### src/rtl/iob_merge_arbiter_pkg.sv
// Shared types and helpers for the iob_merge round-robin arbiter.
// Holds the FSM state encoding, the outstanding-read counter width and the round-robin index helper.
package iob_merge_arbiter_pkg;

    typedef enum logic {
        IDLE = 1'b0,
        LOCK = 1'b1
    } state_t;

    function automatic int unsigned cnt_width(input int unsigned max_out);
        return $clog2(max_out + 1);
    endfunction

    // Index visited at step k (1..n) of a scan that starts just after 'last'.
    function automatic int unsigned rr_pos(input int unsigned last, input int unsigned k,
                                           input int unsigned n);
        return (last + k) % n;
    endfunction

endpackage

### src/rtl/iob_merge_arbiter_rr_prio.sv
// Combinational round-robin picker: first requester after 'last', wrapping through all N.
// A lone request from 'last' itself is still granted because the scan ends on 'last'.
module iob_rr_prio
    import iob_merge_arbiter_pkg::*;
#(
    parameter int unsigned N  = 2,
    parameter int unsigned NB = $clog2(N)
) (
    input  logic [N-1:0]  req_i,
    input  logic [NB-1:0] last_i,
    output logic [N-1:0]  gnt_oh_o,
    output logic [NB-1:0] gnt_idx_o
);

    always_comb begin : p_rr
        logic          found;
        logic [NB-1:0] idx;
        gnt_oh_o  = '0;
        gnt_idx_o = '0;
        found     = 1'b0;
        idx       = '0;
        for (int unsigned k = 1; k <= N; k++) begin
            idx = NB'(rr_pos(32'(last_i), k, N));
            if (!found && req_i[idx]) begin
                found         = 1'b1;
                gnt_oh_o[idx] = 1'b1;
                gnt_idx_o     = idx;
            end
        end
    end

endmodule

### src/rtl/iob_merge_arbiter.sv
// Round-robin arbiter driving iob_merge's master select; holds a grant until the
// master's burst ends and all its outstanding reads have returned.
module iob_merge_arbiter
    import iob_merge_arbiter_pkg::*;
#(
    parameter int unsigned N       = 2,
    parameter int unsigned NB      = $clog2(N),
    parameter int unsigned DATA_W  = 32,
    parameter int unsigned MAX_OUT = 4
) (
    input  logic                clk_i,
    input  logic                cke_i,
    input  logic                arst_n_i,
    input  logic [N-1:0]        m_avalid_i,
    input  logic                f_avalid_i,
    input  logic [DATA_W/8-1:0] f_wstrb_i,
    input  logic                f_ready_i,
    input  logic                f_rvalid_i,
    output logic [N-1:0]        m_sel_src_o,
    output logic [NB-1:0]       m_sel_o,
    output logic                busy_o,
    output logic                ovf_o
);

    localparam int unsigned CW      = cnt_width(MAX_OUT);
    localparam logic [CW-1:0] MAX_CNT = CW'(MAX_OUT);

    state_t        state_q, state_d;
    logic [CW-1:0] cnt_q, cnt_d;
    logic [NB-1:0] last_q, last_d;
    logic [NB-1:0] sel_q, sel_d;
    logic [N-1:0]  gnt_q, gnt_d;
    logic          ovf_q, ovf_d;

    logic          rd_acc;
    logic [N-1:0]  win_oh;
    logic [NB-1:0] win_idx;

    iob_rr_prio #(
        .N  (N),
        .NB (NB)
    ) u_rr_prio (
        .req_i     (m_avalid_i),
        .last_i    (last_q),
        .gnt_oh_o  (win_oh),
        .gnt_idx_o (win_idx)
    );

    assign rd_acc = f_avalid_i & f_ready_i & ~(|f_wstrb_i);

    always_comb begin
        cnt_d = cnt_q;
        ovf_d = ovf_q;
        if (rd_acc && !f_rvalid_i) begin
            if (cnt_q == MAX_CNT) ovf_d = 1'b1;
            else                  cnt_d = cnt_q + 1'b1;
        end else if (!rd_acc && f_rvalid_i) begin
            if (cnt_q == '0) ovf_d = 1'b1;
            else             cnt_d = cnt_q - 1'b1;
        end
    end

    // Release looks at the next counter value so a same-cycle final rvalid frees the grant.
    always_comb begin
        state_d = state_q;
        gnt_d   = gnt_q;
        sel_d   = sel_q;
        last_d  = last_q;
        unique case (state_q)
            IDLE: begin
                if (|m_avalid_i) begin
                    gnt_d   = win_oh;
                    sel_d   = win_idx;
                    last_d  = win_idx;
                    state_d = LOCK;
                end
            end
            LOCK: begin
                if (!(|(m_avalid_i & gnt_q)) && (cnt_d == '0)) begin
                    if (|m_avalid_i) begin
                        gnt_d  = win_oh;
                        sel_d  = win_idx;
                        last_d = win_idx;
                    end else begin
                        state_d = IDLE;
                    end
                end
            end
            default: state_d = IDLE;
        endcase
    end

    always_ff @(posedge clk_i or negedge arst_n_i) begin
        if (!arst_n_i) begin
            state_q <= IDLE;
            cnt_q   <= '0;
            last_q  <= NB'(N - 1);
            sel_q   <= '0;
            gnt_q   <= N'(1);
            ovf_q   <= 1'b0;
        end else if (cke_i) begin
            state_q <= state_d;
            cnt_q   <= cnt_d;
            last_q  <= last_d;
            sel_q   <= sel_d;
            gnt_q   <= gnt_d;
            ovf_q   <= ovf_d;
        end
    end

    assign m_sel_src_o = gnt_q;
    assign m_sel_o     = sel_q;
    assign busy_o      = (state_q == LOCK);
    assign ovf_o       = ovf_q;

endmodule
### config.mk
export PLATFORM = sky130hd
export DESIGN_NAME = iob_merge_arbiter
export DESIGN_NICKNAME = d
export VERILOG_FILES = /design/src/rtl/iob_merge_arbiter_pkg.sv /design/src/rtl/iob_merge_arbiter_rr_prio.sv /design/src/rtl/iob_merge_arbiter.sv
export SDC_FILE = /design/constraint.sdc
export NUM_CORES = 1
export LEC_CHECK = 0
export CORE_AREA = 4 4 43 45
export CTS_CLUSTER_DIAMETER = 150
export DETAILED_ROUTE_END_ITERATION = 16
export DIE_AREA = 0 0 47 49
export GPL_TIMING_DRIVEN = 0
export PLACE_DENSITY = 0.83
export SLEW_MARGIN = 20
export SYNTH_ARGS = -nofsm -noshare
export SYNTH_HDL_FRONTEND = slang
export SYNTH_HIERARCHICAL = 1
export SYNTH_SLANG_ARGS = --single-unit
### constraint.sdc
create_clock -name clk_i -period 3.5 [get_ports clk_i]
set_input_delay 0.875 -clock clk_i [delete_from_list [all_inputs] [get_ports clk_i]]
set_output_delay 0.875 -clock clk_i [all_outputs]
set_load 0.03 [all_outputs]
# Word-level counts from Yosys, hierarchy flattened

Index checks and enable logic that the tools add are counted.
Widths: inputs -> output; s select.

Register bits after elaboration: 9
Output and inout bits: 5

Add/subtract/negate cells: 4
Order comparisons: 4
Equal/unequal tests: 3
Muxes and demuxes: 33
Bitwise operators: 6
Reductions and logical operators: 19

Operator list:

| cell                | number |
|---|---|
| $mux 1              | 19 |
| $mux 3              | 4 |
| $mux 2              | 4 |
| $logic_and 1x1->1   | 6 |
| $logic_not 3->1     | 2 |
| $pmux 1 s2          | 3 |
| $logic_not 1->1     | 4 |
| $lt 1x2->1 const B  | 2 |
| $ne 2x1->1 const B  | 2 |
| $pmux 2 s2          | 1 |
| $reduce_and 4->1    | 1 |
| $reduce_bool 2->1   | 2 |
| $reduce_or 2->1     | 2 |
| $reduce_or 4->1     | 1 |
| $add 3x1->3 const B | 1 |
| $eq 3x3->1 const B  | 1 |
| $sub 3x1->3 const B | 1 |
| $add 1x1->1 const B | 2 |
| $and 1x1->1         | 2 |
| $and 2x2->2         | 1 |
| $demux 1 s1         | 2 |
| $ge 1x1->1 const B  | 2 |
| $not 1->1           | 2 |
| $or 2x2->2          | 1 |
| $reduce_and 2->1    | 1 |

# Longest topological paths before layout

Gate-level depths: netlist of the first run.

Word-level depth: 11
Depth in mapped cells: 9

# Hierarchy

Netlist of the first run, hierarchy kept.

Modules (own cells, without submodules):

| module            | instances | cells each | area each (um^2) | seq. area each (um^2) |
|---|---|---|---|---|
| iob_merge_arbiter | 1         | 81         | 709.4            | 227.7 |
| iob_rr_prio       | 1         | 4          | 26.3             | 0.0 |

# Worst setup path after synthesis of the first run

OpenSTA, ideal clock, no wires.

Path kind: input to register
From: input f_wstrb_i[1]
To: register last_q
Arrival: 3.020 ns
Required time: 3.436 ns
Setup slack: 0.416 ns
Cell stages on the path: 8
Buffers on the path: 0
Path through: nor4_1 > nand3_1 > ha_1 > and3b_1 > mux4_2 > a221o_1 > or4_4 > nand3_1

Longest elaborated chain between the ends: 11
Elaborated cells on any way between the ends: 12

RTL lines:

| element                             | line                     | RTL |
|---|---|---|
| start: declaration                  | iob_merge_arbiter.sv:16  | `input logic [DATA_W/8-1:0] f_wstrb_i,` |
| $reduce_or 4->1 *                   | iob_merge_arbiter.sv:49  | `assign rd_acc = f_avalid_i & f_ready_i & ~(\|f_wstrb_i);` |
| $not 1->1 *                         | iob_merge_arbiter.sv:49  |  |
| $and 1x1->1 *                       | iob_merge_arbiter.sv:49  |  |
| $logic_not 1->1                     | iob_merge_arbiter.sv:57  | `end else if (!rd_acc && f_rvalid_i) begin` |
| $logic_and 1x1->1                   | iob_merge_arbiter.sv:57  |  |
| $mux 3                              | iob_merge_arbiter.sv:57  |  |
| $mux 3 *                            | iob_merge_arbiter.sv:54  | `if (rd_acc && !f_rvalid_i) begin` |
| $logic_not 3->1 *                   | iob_merge_arbiter.sv:79  | `if (!(\|(m_avalid_i & gnt_q)) && (cnt_d == '0)) begin` |
| $logic_and 1x1->1 *                 | iob_merge_arbiter.sv:79  |  |
| $ne 2x1->1 (no source line) *       | n/a                      |  |
| $reduce_and 2->1 (no source line) * | n/a                      |  |
| end signal: assignment              | iob_merge_arbiter.sv:97  | `last_q <= NB'(N - 1);` |
| end signal: assignment              | iob_merge_arbiter.sv:104 | `last_q <= last_d;` |
| end: declaration                    | iob_merge_arbiter.sv:30  | `logic [NB-1:0] last_q, last_d;` |

Mark *: on every way between the ends. The rest lies on a longest branch, timed or not.
A chain may end at the register's enable or synchronous reset.

# Worst setup path in the final report of the first run

From: input f_wstrb_i[1]
To: register sel_q (netlist: m_sel_o)

Longest elaborated chain between the ends: 11
Elaborated cells on any way between the ends: 12

RTL lines:

| element                             | line                     | RTL |
|---|---|---|
| $reduce_or 4->1 *                   | iob_merge_arbiter.sv:49  |  |
| $not 1->1 *                         | iob_merge_arbiter.sv:49  |  |
| $and 1x1->1 *                       | iob_merge_arbiter.sv:49  |  |
| $logic_not 1->1                     | iob_merge_arbiter.sv:57  |  |
| $logic_and 1x1->1                   | iob_merge_arbiter.sv:57  |  |
| $mux 3                              | iob_merge_arbiter.sv:57  |  |
| $mux 3 *                            | iob_merge_arbiter.sv:54  |  |
| $logic_not 3->1 *                   | iob_merge_arbiter.sv:79  |  |
| $logic_and 1x1->1 *                 | iob_merge_arbiter.sv:79  |  |
| $ne 2x1->1 (no source line) *       | n/a                      |  |
| $reduce_and 2->1 (no source line) * | n/a                      |  |
| end signal: assignment              | iob_merge_arbiter.sv:105 | `sel_q <= sel_d;` |
| end: declaration                    | iob_merge_arbiter.sv:31  | `logic [NB-1:0] sel_q, sel_d;` |

Marked as above.

==> impl_metrics.json, run 1 <==
{
  "status": "completed",
  "cts-root-buf": "clkbuf_4",
  "initial_core_util_pct": 50.0,
  "wl_mm": 1.69,
  "synth_area_um2": 736,
  "clock-sinks": 9,
  "grtUsageTotal_pct": 16.8,
  "worst_pin_slew_ps": 600,
  "synthTopCellsByArea": "dfrtp_1 (24%), ha_1 (8.5%), dfstp_2 (7.1%)",
  "num_vias": 729,
  "grt_start_max_net_pins": 11,
  "wl_per_cell_um": 13.9,
  "reg2reg_slack_ps": 980,
  "ys_seq_area_share_pct": 31.0,
  "clk_pin_slew_ps": 50,
  "via_per_inst": 5.98,
  "p_per_area_nw_per_um2": 690,
  "power.leakage_nw": 0.395,
  "cts_tree": "built",
  "cts_buffer_depth": 2,
  "setup_slack_ps": 148,
  "die_x_um": 47,
  "final_cells": 122,
  "min_path_cells": 1,
  "holdBufCountCts": 0,
  "rsz0062_at_grt": "no",
  "end_kind": "register",
  "numPortBuffers": 16,
  "die_h_um": 49,
  "drt_pass1_iterations": 5,
  "power_uw": 658,
  "grt_pass1_wl_mm": 2.87,
  "ys_types": 34,
  "overflow": 0,
  "yosysTopAreaCellShare_pct": 23.8,
  "synth_area_leader_cell": "dfrtp_1",
  "busiest_layer": "met2",
  "worstSkewPairLatency_ps": 260,
  "nets": 124,
  "coreArea_um2": 1470,
  "n_antenna_cell": 0,
  "grt_pass1_vias": 675,
  "finalSetupViolCount": 0,
  "skew_ps": 10.4,
  "dp_hpwl_mm": 1.26,
  "slowest_delay_ps": 510,
  "max_slew_margin_pct": 59.7,
  "netlist_instances": 85,
  "finalCritPeriodShare_pct": 95.8,
  "crit_family": "simple AND/OR/NAND/NOR gates",
  "hold_viol_final": 0,
  "num_rows": 14,
  "worstPathMaxFanout": 7,
  "whs_endpoint": "ovf_o",
  "antenna_found_initial": 0,
  "place.gp.congestion": 0.886,
  "critPathArrivalTime_ps": 3540,
  "crit_slowest_cell": "or4_4",
  "final_common_cell": "clkdlybuf4s50_1",
  "syn_nets": 102,
  "required_ps": 3690,
  "pre_cts_slack_ps": -185,
  "fmax_ghz": 0.298,
  "yosysWarnings": 6,
  "synth-edff-count": 0,
  "ios": 17,
  "drv_slew": 0,
  "fin_crit_ps": 3350,
  "synth_seq_cells": 9,
  "htreeDepth": 1,
  "cpMostUsedCell": "nand3_1",
  "worstSetupStartpoint": "f_wstrb_i[1]",
  "numCtsBuffers": 3,
  "r2r_start": "cnt_q[1]",
  "fin_area_um2": 953,
  "drtAntennaViolNets": 0,
  "r2r_cells": 7,
  "drive_above_1_share_pct": 16.0,
  "hold_class": "reg -> reg",
  "cp.buffers_inverters": 1,
  "post_dp_cell_area_um2": 916,
  "drc_errors": 0,
  "gr-usage-met1_pct": 23.0,
  "async_flop_share_pct": 100,
  "met3_usage_pct": 7.75,
  "dp.cells": 117,
  "ys.flop_type": "dfrtp_1",
  "die_area_um2": 2300,
  "grt_use_met2_pct": 23.8,
  "hold_start": "ovf_o",
  "syn_to_final_growth_pct": 29.6,
  "mostFrequentLayoutCells": "clkdlybuf4s50_1 (16), nand2_1 (9), inv_1 (7), dfrtp_1 (7)",
  "cap_violations": 0,
  "peakVddDrop_v": 0.000422,
  "cp-start-kind": "primary input",
  "drtIter0Drc": 17,
  "path_cells": "clkdlybuf4s50_1, nor4_1, nand3_1, ha_2, and3b_1, mux4_2, a221o_2, or4_4, nand3_1",
  "synth_area_per_cell_um2": 8.66,
  "crit_type": "in -> reg",
  "r2r-end": "m_sel_o"
}
where the power goes:
| group | switching (mW) | internal [mW] | total [mW] |
|---|---|---|---|
| logic | 0.204 | 0.188 | 0.392 |
| clock network | 0.0350 | 0.0438 | 0.0789 |
| registers | 0.0437 | 0.143 | 0.187 |
repair_timing:
| action | in CTS | in global routing |
|---|---|---|
| endpoints found under the hold margin | 0 | 0 |
| buffers inserted | 0 | 1 |
| endpoints found under the setup margin | 0 | 3 |
| gates resized for setup | 0 | 2 |
through the flow:
| stage | hold slack, ps | setup TNS (ps) | util, % |
|---|---|---|---|
| global placement | 461 | -499 | 62.2 |
| finish | 465 | 0 | 64.8 |
| floorplan | 490 | 0 | - |
| detailed placement | 458 | -670 | 62.2 |
| global route | 503 | 0 | 64.8 |
| CTS | 474 | 0 | 64.0 |
logic make-up (layout without fill, tap and decap cells):
family,Yosys count,after routing,synth area share (%)
mux,2,2,4.59
fa+ha+maj,5,5,8.50
compound gates,27,27,26.0
flops,9,9,31.0
simple gates,28,28,20.7
xor+xnor,3,3,3.57
buf+inv,11,32,5.61
state kept, by name, summed over array words and instances, names as in the netlist:
signal	flops
ovf_o	1
busy_o	1
m_sel_src_o	2
cnt_q	3
m_sel_o	1
last_q	1
worst max path at each step:
stage               to  cells after the start
2_1_floorplan   last_q                      8
3_3_place_gp    last_q                      9
3_5_place_dp    last_q                      9
4_1_cts        m_sel_o                      9
5_1_grt        m_sel_o                      9
6_report       m_sel_o                      9
routing by layer:
layer | wire [µm] | up-vias
met5 | 0 | -
met1 | 727 | 331
met3 | 145 | 4
li1 | - | 358
met2 | 800 | 36
met4 | 19 | 0
cell usage after synthesis (2+ instances only):
| cell | n |
|---|---|
| nand2_1 | 9 |
| dfrtp_1 | 7 |
| inv_1 | 7 |
| a31oi_1 | 5 |
| ha_1 | 5 |
| nand3_1 | 5 |
| o211ai_1 | 4 |
| o21ai_0 | 4 |
| inv_2 | 3 |
| nor2_1 | 3 |
| xnor2_1 | 3 |
| a21boi_0 | 2 |
| a21o_1 | 2 |
| dfstp_2 | 2 |
| nand2b_1 | 2 |
| nor2b_1 | 2 |
| o21ai_1 | 2 |
| or4_1 | 2 |
cell type report:
type                            count  area (µm²)
Fill cell                         124         518
Inverter                           10        37.5
Buffer                              1        3.75
Multi-Input combinational cell     65         470
Tap cell                           16        20.0
Clock buffer                        4        26.3
Sequential cell                     9         228
Timing Repair Buffer               17         168
Note: power is estimated with default switching activity, not from simulation.
==> inputs of run 2 (changes only) <==
--- a/config.mk
+++ b/config.mk
@@ -5,12 +5,14 @@
 export SDC_FILE = /design/constraint.sdc
 export NUM_CORES = 1
 export LEC_CHECK = 0
+export ABC_CLOCK_PERIOD_IN_PS = 3500
 export CORE_AREA = 4 4 43 45
 export CTS_CLUSTER_DIAMETER = 150
 export DETAILED_ROUTE_END_ITERATION = 16
 export DIE_AREA = 0 0 47 49
 export GPL_TIMING_DRIVEN = 0
 export PLACE_DENSITY = 0.83
+export REMOVE_ABC_BUFFERS = 1
 export SLEW_MARGIN = 20
 export SYNTH_ARGS = -nofsm -noshare
 export SYNTH_HDL_FRONTEND = slang
==> run 2 against run 1 <==
Compared with the run above: clock skew shrank 1.9 ps; clock power grew 3.0%; non-clock buffer count shrank 2; hold slack gained 12 ps; clock-buffer cell count is the same; final cell count shrank 1.6%; die area is the same; global-route usage shrank 1.2 points; critical path depth is the same; via count shrank 1.9%; cell area shrank 1.6%; critical path type unchanged; largest cell class unchanged.
==> impl_metrics.json, run 2 (synthesized netlist as in run 1, its figures left out) <==
{
  "status": "completed",
  "regMostFlops": "cnt_q",
  "fill_cells": 139,
  "cts_setup_buffers": 0,
  "antenna_found_initial": 0,
  "drc_errors": 0,
  "hold_viol_final": 0,
  "cts_buffer_depth": 2,
  "numCtsBuffers": 3,
  "grt_start_max_net_pins": 14,
  "overflow": 0,
  "crit_type": "in -> reg",
  "skew_ps": 8.46,
  "mostFrequentLayoutCells": "clkdlybuf4s50_1 (16), nand2_1 (9), inv_1 (7), dfrtp_1 (7)",
  "worst_pin_slew_ps": 617,
  "final_cells": 120,
  "die_area_um2": 2300,
  "max_slew_margin_pct": 58.6,
  "wl_mm": 1.59,
  "cap_violations": 0,
  "coreArea_um2": 1470,
  "numPortBuffers": 16,
  "holdBufCountCts": 0,
  "seqCellArea_um2": 228,
  "wl_per_cell_um": 13.2,
  "drtIter0Drc": 10,
  "cts_tree": "built",
  "syn_to_final_growth_pct": 27.6,
  "required_ps": 3710,
  "grtUsageTotal_pct": 15.6,
  "dp_hpwl_mm": 1.23,
  "p_per_area_nw_per_um2": 699,
  "dp.cells": 116,
  "ios": 17,
  "nets": 122,
  "htreeDepth": 1,
  "num_vias": 715,
  "drive_above_1_share_pct": 13.5,
  "place.gp.congestion": 0.828,
  "via_per_inst": 5.96,
  "initial_core_util_pct": 50.0,
  "die_x_um": 47,
  "grt_pass1_wl_mm": 2.60,
  "drtAntennaViolNets": 0,
  "clk_pin_slew_ps": 60,
  "clock-sinks": 9,
  "end_kind": "register",
  "fin_crit_ps": 3370,
  "die_h_um": 49,
  "final_common_cell": "clkdlybuf4s50_1",
  "num_rows": 14,
  "drt_pass1_iterations": 4,
  "hold_class": "reg -> reg",
  "drv_slew": 0,
  "setup_slack_ps": 125,
  "n_antenna_cell": 0,
  "worstPathMaxFanout": 8,
  "grt_pass1_vias": 657,
  "power.leakage_nw": 0.390,
  "pre_cts_slack_ps": -167,
  "critPathArrivalTime_ps": 3580,
  "fmax_ghz": 0.296,
  "cp-start-kind": "primary input",
  "multi_input_area_um2": 467,
  "finalCritPeriodShare_pct": 96.4,
  "peakVddDrop_v": 0.000396,
  "worstSkewPairLatency_ps": 270,
  "postCtsResizedCells": 0,
  "largest_reg_flops": 3,
  "cts-root-buf": "clkbuf_4",
  "finalSetupViolCount": 0,
  "rsz0062_at_grt": "no"
}
run 2: cell count changes in the layout (fill, tap and decap cells not counted):
cell and change:
ha_2 -1, buf_4 -1, a221o_2 -1, clkbuf_1 -1, ha_1 +1, a221o_1 +1
run 2: power by group:
group	switching, mW	internal, mW
clock	0.0374	0.0440
sequential	0.0503	0.143
combinational	0.198	0.184
total	0.286	0.371
run 2: final timing paths:
kind	slack, ps	to	startpoint	depth (start not counted)
min in group asynchronous	910	m_sel_o	arst_n_i	1
max reg2reg	970	last_q	cnt_q[1]	7
min reg2reg	480	ovf_o	ovf_o	1
max in group asynchronous	2270	m_sel_src_o[0]	arst_n_i	1
min	480	ovf_o	ovf_o	1
max	130	last_q	f_wstrb_i[1]	9
run 2: metrics by stage:
| stage | instance area, µm² | hold WS (ps) | TNS [ps] | total power, mW | util (%) |
|---|---|---|---|---|---|
| floorplan | 732 | 490 | 0 | 0.468 | - |
| global route | 938 | 519 | 0 | 0.704 | 63.8 |
| detailed placement | 912 | 465 | -596 | 0.574 | 62.0 |
| global placement | 912 | 454 | -410 | 0.558 | 62.0 |
| finish | 938 | 477 | 0 | 0.656 | 63.8 |
| CTS | 938 | 483 | 0 | 0.659 | 63.8 |
run 2: cell type report:
class | instances | area share [%]
Clock buffer | 4 | 2.80
Inverter | 10 | 4.00
Multi-Input combinational cell | 65 | 49.7
Sequential cell | 9 | 24.3
Tap cell | 16 | 2.13
Timing Repair Buffer | 16 | 17.1
run 2: layer usage:
metal  share of wire, %  track usage, %  up-vias
li1                   -               -      354
met1                 42            17.5      333
met2                 49            24.9       20
met3                6.2            5.90        8
met4                2.9            7.37        0
met5                  0               0        -
run 2: critical path, stage by stage:
cell             delay [ps]
clkdlybuf4s50_1         400
nor4_1                  270
nand3_1                 140
ha_1                    250
and3b_1                 190
mux4_2                  470
a221o_1                 380
or4_4                   520
nand3_1                 100
